### config.mk
export PLATFORM = sky130hd
export DESIGN_NAME = fb_port_arbiter_flat
export DESIGN_NICKNAME = d
export VERILOG_FILES = /design/src/rtl/fb_port_arbiter_if.sv /design/src/rtl/fb_port_arbiter.sv /design/src/flat_wrapper.sv
export SDC_FILE = /design/constraint.sdc
export NUM_CORES = 1
export LEC_CHECK = 0
export ABC_AREA = 1
export CORE_ASPECT_RATIO = 0.5
export CORE_MARGIN = 2
export CORE_UTILIZATION = 48
export CTS_BUF_LIST = sky130_fd_sc_hd__clkbuf_8
export DETAILED_ROUTE_END_ITERATION = 8
export PLACE_DENSITY = 0.69
export SLEW_MARGIN = 20
export SYNTH_ARGS = -nofsm -noshare
export SYNTH_HDL_FRONTEND = slang
export SYNTH_SLANG_ARGS = --single-unit
### constraint.sdc
create_clock -name clk -period 3.2 [get_ports clk]
set_input_delay 0.48 -clock clk [delete_from_list [all_inputs] [get_ports clk]]
set_output_delay 0.48 -clock clk [all_outputs]
set_load 0.01 [all_outputs]
### src/rtl/fb_port_arbiter_if.sv
// Bundle of display, camera and frame-buffer BRAM signals around the frame-buffer port arbiter.
// The slave modport is the arbiter side; the master modport is the requester/memory side.
interface fb_port_arbiter_if #(
    parameter int unsigned c_nb_img_pxls = 13,
    parameter int unsigned c_nb_buf      = 12
);
    logic                     disp_req;
    logic [c_nb_img_pxls-1:0] disp_addr;
    logic [c_nb_buf-1:0]      disp_data;
    logic                     disp_valid;
    logic                     cam_we;
    logic [c_nb_img_pxls-1:0] cam_addr;
    logic [c_nb_buf-1:0]      cam_data;
    logic                     cam_full;
    logic                     ovf;
    logic                     ovf_clr;
    logic [c_nb_img_pxls-1:0] mem_addr;
    logic                     mem_we;
    logic [c_nb_buf-1:0]      mem_din;
    logic [c_nb_buf-1:0]      mem_dout;

    modport slave (
        input  disp_req, disp_addr, cam_we, cam_addr, cam_data, ovf_clr, mem_dout,
        output disp_data, disp_valid, cam_full, ovf, mem_addr, mem_we, mem_din
    );

    modport master (
        output disp_req, disp_addr, cam_we, cam_addr, cam_data, ovf_clr, mem_dout,
        input  disp_data, disp_valid, cam_full, ovf, mem_addr, mem_we, mem_din
    );
endinterface

### src/rtl/fb_port_arbiter.sv
// Single-port frame-buffer arbiter: display reads win every cycle, camera writes queue in a FIFO.
// Optional FB_ARB_STATS_EN adds saturating stall_cnt/drop_cnt outputs.
module fb_port_arbiter #(
    parameter int unsigned c_nb_img_pxls = 13,
    parameter int unsigned c_nb_buf      = 12,
    parameter int unsigned c_nb_fifo     = 3
) (
    input  logic                 clk,
    input  logic                 rst,
    fb_port_arbiter_if.slave     bus
`ifdef FB_ARB_STATS_EN
    ,
    output logic [15:0]          stall_cnt,
    output logic [15:0]          drop_cnt
`endif
);

    localparam int unsigned Depth = 1 << c_nb_fifo;
    localparam logic [c_nb_fifo:0] DepthCnt = (c_nb_fifo + 1)'(Depth);

    logic [c_nb_img_pxls-1:0] fifo_addr_q [Depth];
    logic [c_nb_buf-1:0]      fifo_data_q [Depth];

    logic [c_nb_fifo-1:0]     wr_ptr_q, rd_ptr_q;
    logic [c_nb_fifo:0]       count_q, count_d;
    logic                     cam_full_q;
    logic                     ovf_q;
    logic [c_nb_img_pxls-1:0] mem_addr_q, mem_addr_d;
    logic                     mem_we_d;
    logic                     rd_pend_q;
    logic                     disp_valid_q;
    logic [c_nb_buf-1:0]      disp_data_q;

    logic full, push, pop, drop;

    // Full comes from the registered count, so a same-cycle pop never frees a slot for a push.
    assign full = (count_q == DepthCnt);
    assign push = bus.cam_we && !full;
    assign drop = bus.cam_we && full;
    assign pop  = !bus.disp_req && (count_q != '0);

    always_comb begin
        count_d = count_q;
        unique case ({push, pop})
            2'b10:   count_d = count_q + 1'b1;
            2'b01:   count_d = count_q - 1'b1;
            default: count_d = count_q;
        endcase
    end

    always_comb begin
        mem_addr_d = mem_addr_q;
        mem_we_d   = 1'b0;
        if (bus.disp_req) begin
            mem_addr_d = bus.disp_addr;
        end else if (pop) begin
            mem_addr_d = fifo_addr_q[rd_ptr_q];
            mem_we_d   = 1'b1;
        end
    end

    assign bus.mem_addr   = mem_addr_d;
    assign bus.mem_we     = mem_we_d;
    assign bus.mem_din    = fifo_data_q[rd_ptr_q];
    assign bus.cam_full   = cam_full_q;
    assign bus.ovf        = ovf_q;
    assign bus.disp_valid = disp_valid_q;
    assign bus.disp_data  = disp_data_q;

    // FIFO storage carries no reset; validity is tracked by count_q alone.
    always_ff @(posedge clk) begin
        if (push) begin
            fifo_addr_q[wr_ptr_q] <= bus.cam_addr;
            fifo_data_q[wr_ptr_q] <= bus.cam_data;
        end
    end

    always_ff @(posedge clk or posedge rst) begin
        if (rst) begin
            wr_ptr_q     <= '0;
            rd_ptr_q     <= '0;
            count_q      <= '0;
            cam_full_q   <= 1'b0;
            ovf_q        <= 1'b0;
            mem_addr_q   <= '0;
            rd_pend_q    <= 1'b0;
            disp_valid_q <= 1'b0;
            disp_data_q  <= '0;
        end else begin
            if (push) wr_ptr_q <= wr_ptr_q + 1'b1;
            if (pop)  rd_ptr_q <= rd_ptr_q + 1'b1;
            count_q    <= count_d;
            cam_full_q <= (count_d == DepthCnt);
            if (drop) begin
                ovf_q <= 1'b1;
            end else if (bus.ovf_clr) begin
                ovf_q <= 1'b0;
            end
            mem_addr_q   <= mem_addr_d;
            // BRAM data appears the cycle after the request; capture it one cycle later.
            rd_pend_q    <= bus.disp_req;
            disp_valid_q <= rd_pend_q;
            if (rd_pend_q) disp_data_q <= bus.mem_dout;
        end
    end

`ifdef FB_ARB_STATS_EN
    logic [15:0] stall_cnt_q, drop_cnt_q;
    logic        stall;

    assign stall = bus.disp_req && (count_q != '0);

    always_ff @(posedge clk or posedge rst) begin
        if (rst) begin
            stall_cnt_q <= '0;
            drop_cnt_q  <= '0;
        end else if (bus.ovf_clr) begin
            stall_cnt_q <= '0;
            drop_cnt_q  <= '0;
        end else begin
            if (stall && (stall_cnt_q != 16'hFFFF)) stall_cnt_q <= stall_cnt_q + 16'd1;
            if (drop && (drop_cnt_q != 16'hFFFF))   drop_cnt_q  <= drop_cnt_q + 16'd1;
        end
    end

    assign stall_cnt = stall_cnt_q;
    assign drop_cnt  = drop_cnt_q;
`endif

endmodule
### src/flat_wrapper.sv
// flat-port wrapper written by rule: the top's interface ports become plain ports
module fb_port_arbiter_flat 
#(
    parameter int unsigned c_nb_img_pxls = 13,
    parameter int unsigned c_nb_buf      = 12,
    parameter int unsigned c_nb_fifo     = 3
)
  (clk, rst, bus_disp_req, bus_disp_addr, bus_cam_we, bus_cam_addr, bus_cam_data, bus_ovf_clr, bus_mem_dout, bus_disp_data, bus_disp_valid, bus_cam_full, bus_ovf, bus_mem_addr, bus_mem_we, bus_mem_din);
  fb_port_arbiter_if #(.c_nb_img_pxls(c_nb_img_pxls), .c_nb_buf(c_nb_buf)) bus_i ();
  input  logic clk;
  input  logic rst;
  input wire logic [$bits(bus_i.disp_req)-1:0] bus_disp_req;
  input wire logic [$bits(bus_i.disp_addr)-1:0] bus_disp_addr;
  input wire logic [$bits(bus_i.cam_we)-1:0] bus_cam_we;
  input wire logic [$bits(bus_i.cam_addr)-1:0] bus_cam_addr;
  input wire logic [$bits(bus_i.cam_data)-1:0] bus_cam_data;
  input wire logic [$bits(bus_i.ovf_clr)-1:0] bus_ovf_clr;
  input wire logic [$bits(bus_i.mem_dout)-1:0] bus_mem_dout;
  output wire logic [$bits(bus_i.disp_data)-1:0] bus_disp_data;
  output wire logic [$bits(bus_i.disp_valid)-1:0] bus_disp_valid;
  output wire logic [$bits(bus_i.cam_full)-1:0] bus_cam_full;
  output wire logic [$bits(bus_i.ovf)-1:0] bus_ovf;
  output wire logic [$bits(bus_i.mem_addr)-1:0] bus_mem_addr;
  output wire logic [$bits(bus_i.mem_we)-1:0] bus_mem_we;
  output wire logic [$bits(bus_i.mem_din)-1:0] bus_mem_din;
  assign bus_i.disp_req = bus_disp_req;
  assign bus_i.disp_addr = bus_disp_addr;
  assign bus_i.cam_we = bus_cam_we;
  assign bus_i.cam_addr = bus_cam_addr;
  assign bus_i.cam_data = bus_cam_data;
  assign bus_i.ovf_clr = bus_ovf_clr;
  assign bus_i.mem_dout = bus_mem_dout;
  assign bus_disp_data = bus_i.disp_data;
  assign bus_disp_valid = bus_i.disp_valid;
  assign bus_cam_full = bus_i.cam_full;
  assign bus_ovf = bus_i.ovf;
  assign bus_mem_addr = bus_i.mem_addr;
  assign bus_mem_we = bus_i.mem_we;
  assign bus_mem_din = bus_i.mem_din;
  fb_port_arbiter #(.c_nb_img_pxls(c_nb_img_pxls), .c_nb_buf(c_nb_buf), .c_nb_fifo(c_nb_fifo)) u_core (.clk(clk), .rst(rst), .bus(bus_i));
endmodule
==> summary.txt, run 1 <==
Most frequent CP cell -> nand2_1
Slowest CP cell -> clkdlybuf4s50_1
Max-cap violation count -> 0
Share of post-route cells with drive strength above 1 -> 0.1041
Dpl hpwl -> 12670 µm
Clk pin slew, worst setup/hold paths -> 60 ps
Tcrit/Tclk final -> 0.9687
Asr flop ratio synth -> 0.1632
Placed cell areas -> 0.01095 mm²
Data arrival, critical path -> 2620 ps
Pin count of the biggest net entering global routing -> 102
Final std cells w/o fill -> 1227
Post-synthesis mux area share -> 0.01399
Die ar. -> 0.02135 mm²
Max Clk Rate -> 322.6 MHz
CP peak stage delay -> 590 ps
Primary FF master, synth -> edfxtp_1
Worst slew pin tran -> 503.5 ps
Max FO, Critical Path -> 50
Slew Limit Fails -> 0
Drt total wl -> 22140 µm
CP Cell Sequence -> buf_12 > clkbuf_16 > nand2_1 > nand2_1 > nand2_1 > nand3_1 > nand3_1 > a21oi_1 > clkdlybuf4s50_1
Chip Width -> 204.6 µm
# hold bufs at CTS -> 0
Clk_skew -> 10.58 ps
Top Family by Delay on Critical Path -> buffers and inverters
Cell taking the most area after synthesis -> edfxtp_1
CTS H-tree lvls -> 2
Later-pin clock latency in the skew report -> 500 ps
Gpl congestion -> 0.8653
CP Buf/Inv Count -> 3
Synth area leaders -> edfxtp_1, dfrtp_1, nor2_1
Cells after DPL -> 1163
Initial antenna violation count -> 0
Post-synthesis simple-gate area fraction -> 0.1437
Post-synthesis xor/xnor area fraction -> 0.004533
Layout area overhead -> 20.80%
Synth top area share -> 0.6216
Ys Warns -> 0
Hold Fails Final Rpt -> 0
Critical Path RT -> 2720 ps
GR Util All Layers -> 0.2082
N_diodes -> 0
Mapped Nets -> 878
Fin crit period -> 3100 ps
CTS tree -> built
Die height -> 104.3 µm
Leak -> 4.391 nW
Routed WL per cell -> 18.04 µm
Synth Area in Adders -> 0.006475
Core region area -> 0.01959 mm²
Cts bufs inserted -> 35
VDD IR-drop max -> 389.3 µV
GR Overflow Total -> 0
Outcome -> finished, final reports clean
Cell Area, Synth -> 0.009662 mm²
Sequential share of the synthesized area -> 0.7226
Critical Path Source Type -> flip-flop
Root buffer cell -> clkbuf_8
First-pass GRT wire length -> 34440 µm
Number of synthesized flops with an enable pin -> 200
Mapped Cells -> 818
First drt pass iteration count -> 5
Top-Level Pins -> 96
Count of cell types in the netlist -> 26
# nets final -> 997
Bufs on Longest Clock Path -> 3
DRC viols -> 0
Largest family of logic cells by synthesized area -> simple AND/OR/NAND/NOR gates
Via-to-Cell Ratio -> 5.293
Synthesized area per cell -> 11.81 µm²
Normalized max-slew margin -> 0.6644
Compound-Gate Fraction of Synth Area -> 0.07032
CP Class -> reg -> out
Worst Setup End Kind -> output pin
Most frequent cell after synthesis -> edfxtp_1
#FFs+latches synth -> 239
Starting Density -> 0.4931
Pwr/cell area -> 865.3 mW/mm²
Rows -> 36
Initial DRC Count -> 508
Via Count -> 6494
Vias in the first global route -> 6378
CTS Sinks -> 239
Antenna Nets Post-Route -> 0
Number of setup violations in the final report -> 0
Top post-synthesis cells by count -> edfxtp_1, nor2_1, nand2_1, o21ai_0, nand3_1
Final instance area -> 0.01167 mm²
Power, Total -> 10.10 mW
Hold Path Class -> in -> async
Port Buf Inserts -> 95
[worst paths after layout]
path	to	cells after the start	slack, ps	startpoint
worst max-delay path	bus_mem_addr[2]	9	100	u_core.rd_ptr_q[0]$_DFFE_PP0N_
worst min-delay path	u_core.mem_addr_q[1]$_DFF_PP0_	3	400	rst
worst max register to register	u_core.bus.cam_full$_DFF_PP0_	14	740	u_core.count_q[1]$_DFF_PP0_
worst min register to register	u_core.bus.disp_data[11]$_DFFE_PP0P_	1	510	u_core.bus.disp_data[11]$_DFFE_PP0P_
max in group asynchronous	u_core.rd_ptr_q[0]$_DFFE_PP0N_	3	2420	rst
min in group clk	u_core.rd_pend_q$_DFF_PP0_	1	490	bus_disp_req
[worst register-to-register path, cell delays in order, from the launching register on]
cell,delay [ps]
dfrtp_1,440
nor2_4,340
nand2_1,120
nand2_2,120
inv_2,150
ha_1,290
nor2_1,120
nor2_1,60
ha_1,170
a21oi_1,180
inv_1,70
nand2_1,60
nand3_1,80
o211ai_1,100
nor2_1,70
[timing repair]
item                       4_1_cts  5_1_grt
resized for setup                1       10
setup endpoints to repair        1       18
setup buffers                    0        2
pin swaps                        0        0
hold endpoints to repair         0        0
gates cloned                     0        1
[per-stage QoR]
step                      utilization  hold WS (ps)  setup slack (ps)  TNS, ps
after detailed placement       0.5590         495.7             426.1        0
after global placement         0.5590         488.1             496.1        0
after floorplan                     -         404.5             743.8        0
final                          0.5957         404.7             100.3        0
after CTS                      0.5911         405.1             28.24        0
after global routing           0.5957         433.5            -1.540   -2.522
[power by group]
part / leakage, nW / internal [mW] / switching, mW / total, mW
clock: 0.367 / 1.14 / 1.10 / 2.25
combinational: 1.75 / 1.39 / 2.37 / 3.75
sequential: 2.28 / 3.91 / 0.187 / 4.10
[layer usage]
layer	track usage	part of all wire
met5	0	0
met4	0.05072	0.016
met3	0.04543	0.086
met2	0.3072	0.43
met1	0.3139	0.46
[cells by family after synthesis]
logic type	Yosys count
compound gates	132
xor+xnor	5
fa+ha+maj	5
buf+inv	76
flops	239
mux	12
simple gates	349
[final cells by class]
class	instances	area, µm²
Tap cell	266	332.8
Clock buffer	37	509.2
Multi-Input combinational cell	503	2342
Inverter	32	127.6
Sequential cell	239	6984
Clock inverter	24	117.6
Fill cell	1556	7923
Timing Repair Buffer	126	1257
[cell usage in the layout (no fill, tap or decap)]
| cell type | count |
|---|---|
| a21oi_1 | 24 |
| a21oi_2 | 2 |
| a31oi_1 | 12 |
| buf_12 | 2 |
| buf_16 | 1 |
| buf_4 | 26 |
| buf_6 | 1 |
| bufinv_16 | 1 |
| clkbuf_16 | 1 |
| clkbuf_8 | 37 |
| clkdlybuf4s50_1 | 92 |
| clkinv_1 | 11 |
| clkinv_2 | 1 |
| dfrtp_1 | 37 |
| dfrtp_2 | 2 |
| dlymetal6s2s_1 | 3 |
| edfxtp_1 | 200 |
| ha_1 | 5 |
| inv_1 | 40 |
| inv_2 | 2 |
| inv_8 | 1 |
| mux2_2 | 12 |
| nand2_1 | 124 |
| nand2_2 | 1 |
| nand3_1 | 57 |
| nor2_1 | 157 |
| nor2_2 | 8 |
| nor2_4 | 1 |
| o211ai_1 | 1 |
| o21ai_0 | 80 |
| o21ai_1 | 12 |
| o22ai_1 | 1 |
| or2_2 | 1 |
| xnor2_1 | 1 |
| xor2_1 | 4 |
[registers in the layout (all words and copies together), names as in the netlist]
signal and flops:
u_core.rd_pend_q 1, u_core.wr_ptr_q 3, u_core.rd_ptr_q 3, u_core.bus.cam_full 1, u_core.count_q 4, u_core.fifo_addr_q 104, u_core.bus.disp_valid 1, u_core.fifo_data_q 96
u_core.bus.disp_data 12, u_core.bus.ovf 1, u_core.mem_addr_q 13
(Power assumes the default switching activity.)
==> run 2: changes to the inputs <==
Settings changed: CTS_CLUSTER_DIAMETER from default to 30.
==> summary.txt, run 2 (synthesis results as in run 1) <==
Post-place setup slack -> 426.1 ps (unchanged)
Max FO, Critical Path -> 50 (unchanged)
GR Overflow Total -> 0 (unchanged)
Slew Limit Fails -> 0 (unchanged)
First-pass GRT wire length -> 34460 µm (about the same)
CP peak stage delay -> 590 ps (about the same)
Pin count of the biggest net entering global routing -> 102 (unchanged)
Slowest CP cell -> clkdlybuf4s50_1
Root buffer cell -> clkbuf_8
Post-route setup slack -> 93.70 ps (-6.595 ps)
Via-to-Cell Ratio -> 5.296 (about the same)
NetSw -> 3.698 mW (+1.2%)
Normalized max-slew margin -> 0.6697 (+0.005380)
Biggest register -> u_core.fifo_addr_q
Data arrival, critical path -> 2630 ps (about the same)
N_diodes -> 0 (unchanged)
Initial antenna violation count -> 0 (unchanged)
DRC viols -> 0 (unchanged)
Routed WL per cell -> 18.01 µm (-0.19%)
Die height -> 104.3 µm (unchanged)
Clk_skew -> 15.30 ps (+4.711 ps)
Fin crit period -> 3106 ps (+6.595 ps)
Layout area overhead -> 21.79%
CP Buf/Inv Count -> 3 (unchanged)
Critical Path RT -> 2720 ps (about the same)
VDD IR-drop max -> 391.1 µV (+0.45%)
Top Registers -> u_core.fifo_addr_q (104), u_core.fifo_data_q (96), u_core.mem_addr_q (13)
P_int -> 6.706 mW (+4.1%)
Worst slew pin tran -> 495.4 ps (-8.070 ps)
Bufs on Longest Clock Path -> 3 (unchanged)
Power, Total -> 10.40 mW (+3.0%)
Tcrit/Tclk final -> 0.9707 (+0.002061)
CTS H-tree lvls -> 2 (unchanged)
Core region area -> 0.01959 mm² (unchanged)
Dpl hpwl -> 12670 µm (unchanged)
Max reg flops -> 104 (unchanged)
Net Sw Frac -> 0.3554 (-0.006532)
Hold Fails Final Rpt -> 0 (unchanged)
Top Family by Delay on Critical Path -> buffers and inverters
Pwr/cell area -> 884.1 mW/mm² (+2.2%)
Most frequent cells in the layout -> edfxtp_1, nor2_1, nand2_1
Chip Width -> 204.6 µm (unchanged)
Drt total wl -> 22130 µm (about the same)
Later-pin clock latency in the skew report -> 510 ps (about the same)
Rows -> 36 (unchanged)
CTS Sinks -> 239 (unchanged)
Cts bufs inserted -> 37 (+5.7%)
Most frequent CP cell -> nand2_1
Die ar. -> 0.02135 mm² (unchanged)
Final instance area -> 0.01177 mm² (+0.83%)
Flop pwr share -> 0.394 (-0.012)
Leak -> 4.432 nW (+0.94%)
Critical Path Source Type -> flip-flop
Clock share of power -> 0.245 (+0.023)
Starting Density -> 0.4931 (unchanged)
Top-Level Pins -> 96 (unchanged)
Max-cap violation count -> 0 (unchanged)
Final core utilization -> 0.6006 (+0.004917)
Gate power share -> 0.361 (-0.011)
Via Count -> 6509 (+0.23%)
Hold slack final -> 390.2 ps (-14.48 ps)
Share of post-route cells with drive strength above 1 -> 0.1090 (+0.004976)
Placed cell areas -> 0.01095 mm² (unchanged)
Initial DRC Count -> 535 (+5.3%)
Fillers -> 1545 (-0.71%)
CTS tree -> built
Vias in the first global route -> 6400 (+0.34%)
Max Clk Rate -> 321.9 MHz (-0.21%)
# hold bufs at CTS -> 0 (unchanged)
Outcome -> finished, final reports clean
First drt pass iteration count -> 5 (unchanged)
# nets final -> 999 (+0.20%)
Antenna Nets Post-Route -> 0 (unchanged)
Clk pin slew, worst setup/hold paths -> 70 ps (about the same)
Gpl congestion -> 0.8653 (unchanged)
GR Util All Layers -> 0.2087 (+0.0004708)
Worst Setup End Kind -> output pin
CP Cell Sequence -> buf_12 > clkbuf_16 > nand2_1 > nand2_1 > nand2_1 > nand3_1 > nand3_1 > a21oi_1 > clkdlybuf4s50_1
Port Buf Inserts -> 95 (unchanged)
CP Class -> reg -> out
Number of setup violations in the final report -> 0 (unchanged)
Most common cell after layout, fill and taps aside -> edfxtp_1
Hold Path Class -> in -> async
==> run 2: per-stage QoR <==
stage               std cells  TNS, ps
detailed placement       1163        0
global route             1229   -10.06
floorplan                 818        0
finish                   1229        0
global placement         1163        0
CTS                      1226        0
==> run 2: layer usage <==
| metal | routed length, µm | up-vias | GRT usage | share of wire |
|---|---|---|---|---|
| li1 | - | 3074 | - | - |
| met1 | 10470 | 3147 | 0.3147 | 0.47 |
| met2 | 9556 | 254 | 0.3057 | 0.43 |
| met3 | 1756 | 34 | 0.04731 | 0.079 |
| met4 | 349 | 0 | 0.05228 | 0.016 |
| met5 | 0 | - | 0 | 0 |
==> run 2: repair_timing <==
| action | 4_1_cts | 5_1_grt |
|---|---|---|
| setup buffers | 0 | 2 |
| setup endpoints to repair | 1 | 18 |
| gates cloned | 0 | 1 |
| resized for setup | 1 | 10 |
==> run 2: final timing paths <==
path                                                startpoint                             endpoint  slack, ps  depth (start not counted)
hold reg to reg            u_core.bus.disp_data[0]$_DFFE_PP0P_  u_core.bus.disp_data[0]$_DFFE_PP0P_        510                          1
setup reg to reg                   u_core.count_q[1]$_DFF_PP0_        u_core.bus.cam_full$_DFF_PP0_        730                         14
min in group clk                                  bus_disp_req           u_core.rd_pend_q$_DFF_PP0_        500                          1
setup / recovery                u_core.rd_ptr_q[0]$_DFFE_PP0N_                      bus_mem_addr[2]         90                          9
hold / removal                                             rst       u_core.mem_addr_q[1]$_DFF_PP0_        390                          3
max in group asynchronous                                  rst       u_core.rd_ptr_q[0]$_DFFE_PP0N_       2440                          3
==> run 2: area by class of cell <==
type | instances | area, µm² | area share
repair buffers | 126 | 1261 | 0.1072
clock buffers | 37 | 509.2 | 0.04327
multi-input cells | 503 | 2338 | 0.1987
flip-flops and latches | 239 | 6984 | 0.5935
inverters | 32 | 127.6 | 0.01085
well taps | 266 | 332.8 | 0.02828
clock inverters | 26 | 214.0 | 0.01818
==> run 2: power groups by stage <==
stage	combinational, mW	clock [mW]	sequential [mW]
finish	3.75	2.55	4.10
global route	4.16	2.74	4.14
CTS	3.64	2.58	4.09
detailed placement	3.61	0	4.15
global placement	3.56	0	4.14
floorplan	2.25	0	4.11
==> run 2: worst register-to-register path, stage by stage, from the launching register on <==
cell	delay, ps
dfrtp_1	440
nor2_4	340
nand2_1	110
nand2_2	120
inv_2	150
ha_1	290
nor2_1	120
nor2_1	60
ha_1	170
a21oi_1	170
inv_1	70
nand2_1	60
nand3_1	80
o211ai_1	90
nor2_1	70
